===== config.mk =====
export PLATFORM = sky130hd
export DESIGN_NAME = mem_arbiter
export DESIGN_NICKNAME = d
export VERILOG_FILES = /design/src/rtl/mem_arb_pkg.sv /design/src/rtl/arb_lat_counter.sv /design/src/rtl/mem_arbiter.sv
export SDC_FILE = /design/constraint.sdc
export NUM_CORES = 1
export LEC_CHECK = 0
export ABC_AREA = 0
export BUFFER_PORTS_ARGS = -buffer_cell sky130_fd_sc_hd__buf_2
export CORE_MARGIN = 3
export CORE_UTILIZATION = 48
export CTS_BUF_LIST = sky130_fd_sc_hd__clkbuf_8
export DETAILED_ROUTE_END_ITERATION = 12
export PLACE_DENSITY = 0.82
export SLEW_MARGIN = 20
export SYNTH_ARGS = -nofsm -noshare
export SYNTH_HDL_FRONTEND = slang
export SYNTH_HIERARCHICAL = 1
export SYNTH_SLANG_ARGS = --single-unit

===== constraint.sdc =====
create_clock -name CLK -period 2 [get_ports CLK]
set_clock_uncertainty 0.05 [all_clocks]
set_input_delay 0.4 -clock CLK [delete_from_list [all_inputs] [get_ports CLK]]
set_output_delay 0.4 -clock CLK [all_outputs]
set_load 0.005 [all_outputs]

===== src/rtl/mem_arb_pkg.sv =====
// mem_arb_pkg: shared state/owner types and counter width for the memory arbiter.
package mem_arb_pkg;
    localparam int LAT_W = 3;
    typedef enum logic [1:0] {IDLE, BUSY_I, BUSY_D} state_e;
    typedef enum logic {OWN_I, OWN_D} owner_e;
endpackage


===== src/rtl/arb_lat_counter.sv =====
// arb_lat_counter: loadable latency down-counter flagging its final count.
module arb_lat_counter
    import mem_arb_pkg::*;
(
    input  logic             clk,
    input  logic             rst_n,
    input  logic             load_i,
    input  logic [LAT_W-1:0] val_i,
    input  logic             dec_i,
    output logic             is_one_o
);
    logic [LAT_W-1:0] cnt_q, cnt_d;

    always_comb cnt_d = load_i ? val_i : (dec_i && cnt_q != '0) ? cnt_q - 1'b1 : cnt_q;

    always_ff @(posedge clk or negedge rst_n)
        if (!rst_n) cnt_q <= '0;
        else cnt_q <= cnt_d;

    assign is_one_o = (cnt_q == LAT_W'(1));
endmodule


===== src/rtl/mem_arbiter.sv =====
// mem_arbiter: shares one RAM port between fetch (I) and data (D) requesters.
// Define MEM_ARB_RR_EN for round-robin tie-break; default is fixed D-over-I priority.
module mem_arbiter
    import mem_arb_pkg::*;
#(
    parameter int WIDTH   = 32,
    parameter int MEM_LAT = 2
) (
    input  logic             CLK,
    input  logic             RESET_N,
    input  logic             I_REQ,
    input  logic [WIDTH-1:0] I_ADDR,
    output logic [WIDTH-1:0] I_RDATA,
    output logic             I_VALID,
    input  logic             D_REQ,
    input  logic             D_WE,
    input  logic [WIDTH-1:0] D_ADDR,
    input  logic [WIDTH-1:0] D_WDATA,
    output logic [WIDTH-1:0] D_RDATA,
    output logic             D_VALID,
    output logic [WIDTH-1:0] M_ADDR,
    output logic             M_WE,
    output logic [WIDTH-1:0] M_WDATA,
    input  logic [WIDTH-1:0] M_RDATA,
    output logic             STALL
);
    state_e           state_q, state_d;
    logic [WIDTH-1:0] m_addr_q, m_addr_d, m_wdata_q, m_wdata_d;
    logic [WIDTH-1:0] i_rdata_q, i_rdata_d, d_rdata_q, d_rdata_d;
    logic             m_we_q, m_we_d, store_q, store_d;
    logic             i_valid_q, i_valid_d, d_valid_q, d_valid_d;
    logic             grant_d, load_lat, is_one;

    assign load_lat = (state_q == IDLE) && (I_REQ || D_REQ);

`ifdef MEM_ARB_RR_EN
    owner_e last_q, last_d;
    // On a tie, serve whoever was not served last.
    assign grant_d = D_REQ && (!I_REQ || last_q == OWN_I);
    always_comb last_d = load_lat ? (grant_d ? OWN_D : OWN_I) : last_q;
    always_ff @(posedge CLK or negedge RESET_N)
        if (!RESET_N) last_q <= OWN_I;
        else last_q <= last_d;
`else
    assign grant_d = D_REQ;
`endif

    arb_lat_counter u_lat (
        .clk     (CLK),
        .rst_n   (RESET_N),
        .load_i  (load_lat),
        .val_i   (LAT_W'(MEM_LAT)),
        .dec_i   (state_q != IDLE),
        .is_one_o(is_one)
    );

    always_comb begin
        state_d   = state_q;
        m_addr_d  = m_addr_q;
        m_wdata_d = m_wdata_q;
        m_we_d    = 1'b0;
        store_d   = store_q;
        i_rdata_d = i_rdata_q;
        d_rdata_d = d_rdata_q;
        i_valid_d = 1'b0;
        d_valid_d = 1'b0;
        case (state_q)
            IDLE: begin
                if (grant_d) begin
                    state_d   = BUSY_D;
                    m_addr_d  = D_ADDR;
                    m_wdata_d = D_WDATA;
                    m_we_d    = D_WE;
                    store_d   = D_WE;
                end else if (I_REQ) begin
                    state_d   = BUSY_I;
                    m_addr_d  = I_ADDR;
                    m_wdata_d = '0;
                    store_d   = 1'b0;
                end
            end
            BUSY_I: if (is_one) begin
                state_d   = IDLE;
                i_rdata_d = M_RDATA;
                i_valid_d = 1'b1;
            end
            BUSY_D: if (is_one) begin
                state_d   = IDLE;
                d_rdata_d = store_q ? d_rdata_q : M_RDATA;
                d_valid_d = 1'b1;
            end
            default: state_d = IDLE;
        endcase
    end

    always_ff @(posedge CLK or negedge RESET_N)
        if (!RESET_N) begin
            state_q   <= IDLE;
            m_addr_q  <= '0;
            m_wdata_q <= '0;
            m_we_q    <= 1'b0;
            store_q   <= 1'b0;
            i_rdata_q <= '0;
            d_rdata_q <= '0;
            i_valid_q <= 1'b0;
            d_valid_q <= 1'b0;
        end else begin
            state_q   <= state_d;
            m_addr_q  <= m_addr_d;
            m_wdata_q <= m_wdata_d;
            m_we_q    <= m_we_d;
            store_q   <= store_d;
            i_rdata_q <= i_rdata_d;
            d_rdata_q <= d_rdata_d;
            i_valid_q <= i_valid_d;
            d_valid_q <= d_valid_d;
        end

    assign M_ADDR  = m_addr_q;
    assign M_WDATA = m_wdata_q;
    assign M_WE    = m_we_q;
    assign I_RDATA = i_rdata_q;
    assign D_RDATA = d_rdata_q;
    assign I_VALID = i_valid_q;
    assign D_VALID = d_valid_q;
    assign STALL   = (I_REQ && !I_VALID) || (D_REQ && !D_VALID);
endmodule


======== Yosys cells after proc, flatten, opt, wreduce, memory -nomap -nowiden ========
Cells that the tools add are included.
storage, ports and cells
  bits in latches ......................... 0
  logic and storage cells ................. 52
  RAM bits ................................ 0
  register bits after elaboration ......... 137
  memory bits (read-only) ................. 0
  memories kept ........................... 0
operators by class
  div/mod/pow operators ................... 0
  $add $sub $neg .......................... 1
  shift-type cells ........................ 0
  reductions and logical operators ........ 18
  eq/ne operators ......................... 5
  $lt $le $gt $ge ......................... 0
  muxes and demuxes ....................... 17
  multipliers ............................. 0
  bitwise logic cells ..................... 1
operator list
  operator                                                                  number
  32-bit 2-to-1 mux                                                         4
  1-bit 2-to-1 mux                                                          7
  2-bit 2-to-1 mux                                                          3
  3-bit 2-to-1 mux                                                          2
  2-bit AND reduction                                                       3
  2-bit nonzero test                                                        3
  1-bit logical AND                                                         4
  2-bit case mux with 2 select lines                                        1
  3-bit by 1-bit == test with 1-bit output (second input constant)          1
  3-bit inequality test (second input constant)                             1
  3-bit AND reduction                                                       1
  3-bit nonzero test                                                        1
  3-bit by 1-bit subtractor with 3-bit output (second input constant)       1
  2-bit by 1-bit == test with 1-bit output (second input constant)          1
  2-bit == test (second input constant)                                     1
  1-bit zero test                                                           2
  2-bit zero test                                                           1
  1-bit logical OR                                                          2
  2-bit by 1-bit inequality test with 1-bit output (second input constant)  1
  2-bit OR reduction                                                        1
  1-bit inverter                                                            1

======== Longest topological paths before layout ========
Gate-level depths: netlist of the first run.
  depth in word-level cells ............... 4
  gate-level depth with buffers ........... 9
  depth with buffers taken out ............ 7

======== Modules after synthesis ========
The synthesis of the first run kept the hierarchy.
by module, submodules not included
  module           instances  area an instance (um^2)  cells each
  mem_arbiter      1          5408.9                   379
  arb_lat_counter  1          221.5                    24

======== Least setup slack after synthesis of the first run ========
No wires, ideal clock.
  path type ............................... register -> register
  from .................................... register u_lat.cnt_q[0]
  to ...................................... register d_rdata_q[10] (netlist: D_RDATA[10])
  path slack .............................. 0.281 ns
  data arrival time ....................... 1.544 ns
  clock period less this slack ............ 1.719 ns
  cell stages (with the launch flop) ...... 8
  path buffers ............................ 2
  required time ........................... 1.825 ns
  setup time .............................. 0.125 ns
  cells stage by stage .................... dfrtp_1 ha_1 and2b_2 and2_1 nand2b_1 buf_6 buf_6 mux2_4
on the way
  word-level cells in the longest chain between the ends .. 2
ends and longest elaborated chain
  element                                   RTL line               source
  start: declaration                        arb_lat_counter.sv:12  logic [LAT_W-1:0] cnt_q, cnt_d;
  start signal: assignment                  arb_lat_counter.sv:18  else cnt_q <= cnt_d;
  3-bit by 1-bit == test with 1-bit output  arb_lat_counter.sv:20  assign is_one_o = (cnt_q == LAT_W'(1));
  named net is_one                          mem_arbiter.sv:32      logic grant_d, load_lat, is_one;
  3-bit AND reduction (no line)             -
  end signal: assignment                    mem_arbiter.sv:114     d_rdata_q <= d_rdata_d;
  end: declaration                          mem_arbiter.sv:29      logic [WIDTH-1:0] i_rdata_q, i_rdata_d, d_rdata_q, d_rdata_d;
The timed path passes the listed nets, and every way through them passes these cells.
A chain may end at the register's enable or synchronous reset.

======== Final worst setup path of the first run ========
  from .................................... register u_lat.cnt_q[1]
  to ...................................... register d_rdata_q[25] (netlist: D_RDATA[25])
Same word-level chain as after synthesis.

==> qor.txt, run 1 <==
drc violations = 0
first-pass GRT wire length = 23300 µm
Commonest cells post-synth = 137 x dfrtp_1, 37 x nand2_1, 34 x mux2_2, 34 x o21ai_0
H-tree depth = 4
DR WL/cell = 18.0 µm
critical path class = flip-flop to flip-flop
pin count of the biggest net entering global routing = 72
crit path to = D_RDATA[25]
DP Wirelength = 11100 µm
IO Pins = 265
Seq cells post-synth = 137
Worst EP arrival = 2080 ps
via/cell ratio = 5.14
largest cells by area after synthesis = dfrtp_1 61%, mux2_4 8.0%, mux2_2 6.8%
Detail Route Antenna Nets = 0
P per Cell Area = 1540 nW/µm²
yosys warns = 6
area leader, netlist = dfrtp_1
Worst Setup Start Kind = flip-flop
clock latency at the later pin of the worst-skew pair = 420 ps
drt first pass iters = 4
setup ws final = 165 ps
worst path cell trace = inv_1, ha_1, and2b_2, and2_1, nand2b_4, buf_12, mux2_4
RR Endpoint = D_RDATA[25]
r2r setup slk = 170 ps
Net count, final = 813
Netlist Area Pre-Place = 5630 µm²
share of the synthesized area in the top cell type = 60.9%
Starting Density = 50.6%
CTS root buffer = clkbuf_8
routability cong. = 0.823
n_diodes = 0
asr flop ratio synth = 100%
clock tree sinks = 137
Syn Inst Count = 403
Pleak = 0.00411 µW
initial DRC count = 223
Die X-Extent = 114 µm
slowest cell on the critical path = dfrtp_1
FMAX = 545 MHz
Setup violations, final = 0
overflow left after global routing = 0
status = complete, no violations
maximum buffer depth of the clock tree = 2
Tmin final = 1830 ps
post-synthesis sequential area ratio = 60.9%
most common cell in the synthesized netlist = dfrtp_1
CTS tree = done
Rows = 38
Most used DFF post-synth = dfrtp_1
WL final = 14900 µm
crit path from = u_lat/cnt_q[1]
Synth cell types = 27
max_cap viols = 0
min-delay worst type = primary input to flip-flop
r2r startpoint = u_lat/cnt_q[1]
TNS Setup = 0 ps
Area Overhead vs Synth = 35.0%
ratio of cells with drive above 1 in the final layout = 54.7%
Hold Vio Cnt, Final = 0
clock input transition at the sequential cells of the worst setup and hold paths = 80 ps
die area = 13100 µm²
EDFF count, synth = 0
worst hold start = D_WDATA[23]
worst vdd ir = 0.831 mV
Final Max Tran Viols = 0
Worst Path Required = 2250 ps
Post-CTS Setup Bufs = 0
core area = 11100 µm²
PortBufs = 264
crit-path max FO = 12
crit-path max cell delay = 350 ps
Die Y = 114 µm
GRT Util Overall = 22.9%
vias in the first global route = 4427
via count = 4239
syn_area_per_cell = 14.0 µm²
Reg2Reg Depth = 7
RSZ-0062 raised after global routing = false
initial antenna violation count = 1
WHS = 138 ps
Place WS = 120 ps
Final period util = 91.7%
cts bufs inserted = 17
Setup crit end kind = flip-flop
## worst min path at each step
stage / to / cells past startpoint
2_1_floorplan: D_RDATA[0] / 0
3_3_place_gp: D_RDATA[18] / 1
3_5_place_dp: D_RDATA[24] / 1
4_1_cts: M_WDATA[31] / 2
5_1_grt: M_WDATA[31] / 2
6_report: M_WDATA[23] / 2
## layer usage
metal / wire length [µm] / vias to the layer above / GRT usage, %
li1: - / 1957 / -
met1: 5790 / 2049 / 27.5
met2: 7570 / 209 / 39.6
met3: 1240 / 22 / 6.45
met4: 270 / 2 / 7.68
met5: 13 / - / 0
## state kept, by name (all words and copies together) (netlist names)
name         flops
I_RDATA         32
D_VALID          1
M_WE             1
store_q          1
state_q          2
u_lat/cnt_q      3
M_WDATA         32
D_RDATA         32
I_VALID          1
M_ADDR          32
## per-stage QoR
stage | area, µm² | utilization (%) | total power (µW) | instances
detailed placement | 7130 | 64.0 | 9350 | 792
finish | 7600 | 68.3 | 11700 | 825
floorplan | 5630 | - | 7150 | 404
CTS | 7570 | 68.1 | 11800 | 824
global route | 7600 | 68.3 | 12500 | 825
global placement | 7130 | 64.0 | 9070 | 792
## layout by cell type (no fill, tap or decap), types with 2 or more instances in the layout
master,synthesis,layout
mux2i_1,33,33
ha_1,7,7
mux2_2,34,34
and2_1,2,2
and3_1,2,2
nor2_1,2,2
a21oi_1,3,3
inv_1,9,9
dfrtp_1,137,137
nand2b_4,1,2
buf_2,5,263
o21ai_0,34,34
nand2_1,37,37
nand3_1,2,2
buf_12,0,6
a22o_1,33,33
clkinvlp_4,0,3
buf_4,9,3
bufinv_16,0,3
nand2b_1,3,2
clkbuf_8,0,22
conb_1,2,3
mux2_4,30,30
inv_6,0,2
## worst max-delay path: cells and delay by family (launching register included)
kind | cells | cell delay, ps
multiplexers | 1 | 320
flip-flops | 1 | 350
buffers and inverters | 2 | 260
AND/OR/NAND/NOR | 3 | 540
adder cells (fa/ha/maj) | 1 | 180
## repair_timing
action | CTS | global route
hold buffers | 1 | 0
endpoints found under the setup margin | 0 | 12
endpoints found under the hold margin | 41 | 0
gates resized for setup | 0 | 1
## area by class of cell
cell class	instances	area [µm²]
clock buffers	22	303
clock inverters	9	135
fillers	804	3520
inverters	9	33.8
multi-input cells	233	2020
flip-flops and latches	137	3430
well taps	140	175
repair buffers	275	1510
## kinds of logic after synthesis
group | count (synthesis) | synth area share (%)
flops | 137 | 60.9
mux | 97 | 20.7
compound gates | 76 | 9.29
simple gates | 50 | 3.96
buf+inv | 34 | 3.51
fa+ha+maj | 7 | 1.56
other cells | 2 | 0.133
## power breakdown
part	internal, µW	switching (µW)	leakage [µW]
clock	1400	1040	0.000214
sequential	4150	769	0.00166
combinational	2390	1980	0.00223
(Power assumes the default switching activity.)
==> inputs of run 2 (changes only) <==
CORE_UTILIZATION = 25   (was 48)
PLACE_DENSITY = 0.48   (was 0.82)
==> run 2 against run 1 <==
Against the previous run: critical path depth unchanged; cell count is 17% higher; fmax fell by 2.2%; routed wire length grew 3.5%; sequential power decreased by 1%.
==> qor.txt, run 2 (same netlist as run 1, synthesis figures left out) <==
status = complete, no violations
Pleak = 0.00407 µW
Setup violations, final = 0
pin count of the biggest net entering global routing = 60
WL final = 15400 µm
Setup crit end kind = flip-flop
GRT Util Overall = 12.6%
via/cell ratio = 4.28
P per Cell Area = 1470 nW/µm²
hold_buf cts = 1
DR WL/cell = 15.9 µm
vias in the first global route = 4498
max_cap viols = 0
CTS tree = done
n_diodes = 0
Area Overhead vs Synth = 36.8%
IO Pins = 265
Worst EP arrival = 2140 ps
core area = 22000 µm²
Starting Density = 25.6%
Detail Route Antenna Nets = 0
TNS Setup = 0 ps
cts bufs inserted = 17
maximum buffer depth of the clock tree = 2
clock latency at the later pin of the worst-skew pair = 430 ps
overflow left after global routing = 0
dpl cells = 936
Tmin final = 1880 ps
RSZ-0062 raised after global routing = false
Finished Layout Cells = 967
ratio of cells with drive above 1 in the final layout = 54.9%
Post-CTS Setup Bufs = 0
crit-path max FO = 22
crit-path max cell delay = 360 ps
H-tree depth = 4
drt first pass iters = 4
worst path cell trace = inv_1, ha_1, and2b_2, and2_1, nand2b_2, buf_12, mux2_4
Post-CTS Resized = 0
Final Max Tran Viols = 0
CTS root buffer = clkbuf_8
Die Y = 156 µm
worst vdd ir = 0.503 mV
die area = 24400 µm²
Worst Path Required = 2260 ps
slowest cell on the critical path = dfrtp_1
initial DRC count = 154
commonest cells after routing, fill and taps aside = 263 x buf_2, 137 x dfrtp_1, 37 x nand2_1
Worst Setup Start Kind = flip-flop
Net count, final = 816
min-delay worst type = primary input to flip-flop
first-pass GRT wire length = 24200 µm
Finished Core Util = 35.1%
initial antenna violation count = 0
Rows = 54
drc violations = 0
via count = 4136
WHS = 125 ps
routability cong. = 0.786
PortBufs = 264
Hold Vio Cnt, Final = 0
FMAX = 533 MHz
critical path class = flip-flop to flip-flop
clock tree sinks = 137
Final period util = 93.9%
Die X-Extent = 156 µm
most common cell after layout, fill and taps aside = buf_2
DP Wirelength = 11400 µm
clock input transition at the sequential cells of the worst setup and hold paths = 90 ps
## run 2: cell count changes in the layout (fill, tap and decap cells not counted)
cell and change:
buf_4 +4, bufinv_16 -2, clkbuf_16 -1, clkbuf_8 -5
clkinv_2 +1, clkinv_4 +3, clkinvlp_4 +1, inv_8 +1
nand2b_2 +1, nand2b_4 -1
## run 2: through the flow
| stage | instance area (µm²) | worst slack (ps) | total power, µW |
|---|---|---|---|
| 5_1_grt | 7700 | 16.0 | 12200 |
| 2_1_floorplan | 5630 | 281 | 7150 |
| 4_1_cts | 7700 | 109 | 11600 |
| 3_5_place_dp | 7330 | 135 | 9340 |
| 3_3_place_gp | 7330 | 170 | 9250 |
| 6_report | 7700 | 123 | 11300 |
## run 2: layout make-up
class,count,area (µm²)
repair buffers,278,1510
multi-input cells,233,2020
clock buffers,17,234
flip-flops and latches,137,3430
clock inverters,13,125
inverters,9,33.8
fillers,2176,14300
well taps,280,350
## run 2: where the power goes
part	total [µW]	switching, µW	internal [µW]
Sequential	4870	725	4150
Clock	2130	1150	983
Combinational	4330	1960	2370
Total	11300	3830	7510
## run 2: routing by layer
| metal | GRT usage (%) | up-vias | routed length (µm) |
|---|---|---|---|
| li1 | - | 1965 | - |
| met1 | 16.8 | 1975 | 7160 |
| met2 | 19.7 | 185 | 6920 |
| met3 | 4.11 | 11 | 1160 |
| met4 | 3.62 | 0 | 170 |
| met5 | 0 | - | 0 |
## run 2: worst paths after layout
check	start	to	slack [ps]	cells past startpoint
setup / recovery	u_lat/cnt_q[1]	D_RDATA[13]	120	7
min in group asynchronous	RESET_N	D_RDATA[30]	410	2
max in group asynchronous	RESET_N	M_ADDR[25]	930	3
setup reg to reg	u_lat/cnt_q[1]	D_RDATA[13]	120	7
hold / removal	D_WDATA[21]	M_WDATA[21]	120	2
hold reg to reg	M_ADDR[31]	M_ADDR[31]	430	2
## run 2: critical path: cells and delay by family (launching register included)
kind	cells	cell delay, ps
adders and majority gates	1	170
DFF	1	360
buffers and inverters	2	310
and+or+nand+nor	3	530
muxes	1	320
